[src/rtl/seq_divider.sv]
// 4-bit unsigned restoring divider, one quotient bit per clock (MSB first).
// Latency: 4 RUN cycles + 1 DONE cycle; start is accepted only in IDLE.
module seq_divider (
    input  logic       clk,
    input  logic       rst,
    input  logic       start,
    input  logic [3:0] a,
    input  logic [3:0] b,
    output logic [3:0] q,
    output logic [3:0] r,
    output logic       dz,
    output logic       busy,
    output logic       done
);

    typedef enum logic [1:0] {
        IDLE = 2'd0,
        RUN  = 2'd1,
        DONE = 2'd2
    } state_t;

    state_t      r_state;
    state_t      w_state_nxt;

    logic [3:0]  r_a;
    logic [3:0]  r_b;
    logic [4:0]  r_rem;
    logic [3:0]  r_quo;
    logic [1:0]  r_cnt;
    logic [3:0]  r_q;
    logic [3:0]  r_r;
    logic        r_dz;

    logic [5:0]  w_shift;
    logic [4:0]  w_diff;
    logic        w_borrow;
    logic [4:0]  w_rem_nxt;
    logic [3:0]  w_quo_nxt;

    always_ff @(posedge clk) begin
        if (rst) begin
            r_state <= IDLE;
        end else begin
            r_state <= w_state_nxt;
        end
    end

    always_comb begin
        w_state_nxt = r_state;
        busy        = 1'b0;
        done        = 1'b0;
        case (r_state)
            IDLE: begin
                if (start) begin
                    w_state_nxt = (b == 4'd0) ? DONE : RUN;
                end
            end
            RUN: begin
                busy = 1'b1;
                if (r_cnt == 2'd3) begin
                    w_state_nxt = DONE;
                end
            end
            DONE: begin
                busy        = 1'b1;
                done        = 1'b1;
                w_state_nxt = IDLE;
            end
            default: begin
                w_state_nxt = IDLE;
            end
        endcase
    end

    // Partial remainder never reaches the divisor, so the top shifted bit is always zero;
    // it still takes part in the borrow compare to keep the step exact.
    always_comb begin
        w_shift   = {r_rem, r_a[3]};
        w_diff    = w_shift[4:0] - {1'b0, r_b};
        w_borrow  = (w_shift < {2'b00, r_b});
        w_rem_nxt = w_borrow ? w_shift[4:0] : w_diff;
        w_quo_nxt = {r_quo[2:0], ~w_borrow};
    end

    always_ff @(posedge clk) begin
        if (rst) begin
            r_a   <= 4'd0;
            r_b   <= 4'd0;
            r_rem <= 5'd0;
            r_quo <= 4'd0;
            r_cnt <= 2'd0;
            r_q   <= 4'd0;
            r_r   <= 4'd0;
            r_dz  <= 1'b0;
        end else begin
            case (r_state)
                IDLE: begin
                    if (start) begin
                        if (b != 4'd0) begin
                            r_a   <= a;
                            r_b   <= b;
                            r_rem <= 5'd0;
                            r_quo <= 4'd0;
                            r_cnt <= 2'd0;
                        end else begin
                            r_q  <= 4'hF;
                            r_r  <= a;
                            r_dz <= 1'b1;
                        end
                    end
                end
                RUN: begin
                    r_a   <= {r_a[2:0], 1'b0};
                    r_rem <= w_rem_nxt;
                    r_quo <= w_quo_nxt;
                    r_cnt <= r_cnt + 2'd1;
                    // Final step: publish the result on the same edge that enters DONE.
                    if (r_cnt == 2'd3) begin
                        r_q  <= w_quo_nxt;
                        r_r  <= w_rem_nxt[3:0];
                        r_dz <= 1'b0;
                    end
                end
                default: begin
                end
            endcase
        end
    end

    assign q  = r_q;
    assign r  = r_r;
    assign dz = r_dz;

endmodule

[config.mk]
export PLATFORM = sky130hd
export DESIGN_NAME = seq_divider
export DESIGN_NICKNAME = d
export VERILOG_FILES = /design/src/rtl/seq_divider.sv
export SDC_FILE = /design/constraint.sdc
export NUM_CORES = 1
export LEC_CHECK = 0
export CORE_MARGIN = 1
export CORE_UTILIZATION = 25
export CTS_CLUSTER_DIAMETER = 50
export DETAILED_ROUTE_END_ITERATION = 8
export MAX_ROUTING_LAYER = met4
export PLACE_DENSITY = 0.51
export SLEW_MARGIN = 20
export SYNTH_ARGS = -nofsm -noshare
export SYNTH_HDL_FRONTEND = slang
export SYNTH_SLANG_ARGS = --single-unit
[constraint.sdc]
create_clock -name clk -period 2.8 [get_ports clk]
set_input_delay 0.7 -clock clk [delete_from_list [all_inputs] [get_ports clk]]
set_output_delay 0.7 -clock clk [all_outputs]
set_load 0.1 [all_outputs]
==> reports/results.ini <==
[setup_path]
end_kind = flop
endpoint = r[2]
cp-start-kind = input port
cp.required_ns = 2.97
arrival_ns = 2.42
crit_start = b[3]
critical_path_depth = 5
r2r-start = r_a[3]
critical-path-max-stage-delay_ns = 0.62
worst_path_max_delay_cell = or4_4
r2r_setup_slack_ns = 0.73
crit_buf_inv = 1
critPathMaxFanout = 8
path_class = input port to flop
ff2ff_path_depth = 8
crit_chain = clkdlybuf4s50_1 -> or4_4 -> o21ai_4 -> nand3_1 -> o221a_1
rr_endpoint = r[3]
path_delay_family = simple AND/OR/NAND/NOR gates

[job]
max_cap_viol_count = 0

[clocking]
tritoncts = done
cts_sinks = 29
cts_buffer_depth = 2
cts_resized = 0
htree_levels = 2
clk_pin_slew_ns = 0.07
cts_buffers = 5
clock-root-buffer = clkbuf_8
postCtsSetupRepairBufs = 0
clk_latency_ns = 0.28
postCtsHoldBufs = 0

[detailed_routing]
via_per_inst = 4.757
antenna_left = 0
vias = 1351
routed_wl_microns = 3762
drtIter0Drc = 108
wl_per_cell_microns = 13.25
remaining_drc_errors = 0
first_pass_iters = 4

[timing]
finalCritPeriodShare_pct = 80.07
fmaxAchievable_mhz = 446.1
rsz0062_at_grt = false
relSlewSlack_pct = 72.01
tightest_slew_ns = 0.4183
slew_viol_final = 0
clock-skew-final_ns = 0.007234
fin_tns_setup_ns = 0
period_needed_ns = 2.242
setup_slack_ns = 0.5581
hold_viol_final = 0
report.final.setup_viol = 0
whs_ns = 0.4548

[synthesis]
synth_top_area_share_pct = 37.94
synth_xor_area_share_pct = 0.5724
syn_avg_cell_area_sq_um = 8.316
synth-seq-cells = 29
synth_area_sq_um = 1530
ys.flop_type = dfxtp_1
synth_cell_types = 46
syn_nets = 204
ys_seq_area_share_pct = 37.94
synthCells = 184
synth_edf_count = 0
synth_top_family_by_area = compound AO/OA/AOI/OAI gates
synthSimpleGateAreaFrac_pct = 19.79
synth_warnings = 0
synth_compound_area_share_pct = 26.08
synth_fa_ha_area_share_pct = 7.850
synthMuxAreaShare_pct = 0.6541
yosys.area.top_type = dfxtp_1
ys_async_sr_fraction_pct = 0
synth_area_leaders = dfxtp_1 (38%), a21oi_1 (8.2%), ha_1 (6.5%)

[die]
core_sq_um = 5921
die-area_sq_um = 6438
die_w_microns = 80.24
die_h_microns = 80.24
pin_count = 22
rows = 28
initial_core_util_pct = 25.85

[power]
p_per_area_nw_per_um2 = 633.9
comb_power_share_pct = 35.2
internal_power_uw = 738.3
p_sw_uw = 463.3
p_clk_share_pct = 26.3
leakagePower_uw = 0.0007113
p_seq_share_pct = 38.5
peakVddDrop_mv = 0.3127
switching_share_pct = 38.56

[finish]
final_common_cell = dfxtp_1
antennaDiodeCount = 0
finish.net_count = 230
final_layout_size_suffix_gt1_share_pct = 15.79
area_growth_pct = 23.88
final_cell_mix = dfxtp_1 (29), a21oi_1 (25), buf_4 (20), nand2_1 (17), inv_1 (14)
fill_cells = 648

[placed_design]
gp_congestion = 0.7475
hpwl_microns = 2777
portBuffers = 21
dpl_worst_slack_ns = 0.2534

[global_routing]
grt_pass1_wl_microns = 6120
grt_max_degree = 25
antenna_found_initial = 0
grt_usage_pct = 13.01
grt_overflow = 0
grt_pass1_vias = 1226

[run_status]
outcome = complete, no violations

[hold_path]
hp-class = flop to flop

-- final cells by class --
type / instances / area, sq um / area share [%]
flip-flops and latches: 29 / 580.6 / 30.63
clock inverters: 1 / 5.005 / 0.2640
clock buffers: 5 / 68.82 / 3.630
repair buffers: 30 / 250.2 / 13.20
well taps: 75 / 93.84 / 4.950
multi-input cells: 129 / 840.8 / 44.36
inverters: 15 / 56.30 / 2.970
-- synth_stat cells (3+ instances only) --
master    count
clkbuf_1      6
nand2_1      17
a31oi_1       3
a21oi_1      25
nor2_1       11
and4_1        3
dfxtp_1      29
a311oi_1      8
ha_1          8
nand3_1      12
inv_1        14
o21ai_0       5
-- logic make-up after synthesis --
logic type | count (synthesis)
buf+inv | 26
compound gates | 60
fa+ha+maj | 9
mux | 1
flops | 29
xor+xnor | 1
simple gates | 58
-- worst min-delay path, cell delays in order, from the launching register on --
cell and delay, ns:
dfxtp_1 0.31, nand2_1 0.05, a21oi_1 0.05
-- stage by stage --
step / util, % / cell area, sq um / std cells / total power, uW
floorplan: - / 1530 / 184 / 787.2
global placement: 30.77 / 1822 / 278 / 893.3
detailed placement: 30.77 / 1822 / 278 / 893.8
CTS: 32.02 / 1896 / 284 / 1212
global route: 32.02 / 1896 / 284 / 1269
finish: 32.02 / 1896 / 284 / 1202
-- sequential cells by signal (all words and copies together), names as in the netlist --
register and count:
dz 1, r_state 2, r_a 4, r_b 4, r 4, r_rem 5, q 4, r_quo 3
r_cnt 2
-- worst min path at each step --
stage / startpoint / to / depth (start not counted)
floorplan: r_quo[2] / r_quo[2] / 2
detailed placement: r_quo[2] / r_quo[2] / 2
global placement: r_quo[2] / r_quo[2] / 2
CTS: r_quo[2] / r_quo[2] / 2
global route: r_cnt[0] / r_cnt[0] / 2
finish: r_quo[2] / r_quo[2] / 2
-- power groups by stage --
stage,clock network [uW],registers (uW),logic [uW]
floorplan,0,540,248
global placement,0,472,421
global route,345,466,459
CTS,325,463,424
finish,316,462,423
detailed placement,0,472,422
-- metal layers --
layer,share of wire [%],track usage [%]
met2,43,18.89
met3,3.2,2.955
met4,0.90,4.821
met5,0,-
met1,53,17.50
(Power assumes the default switching activity.)
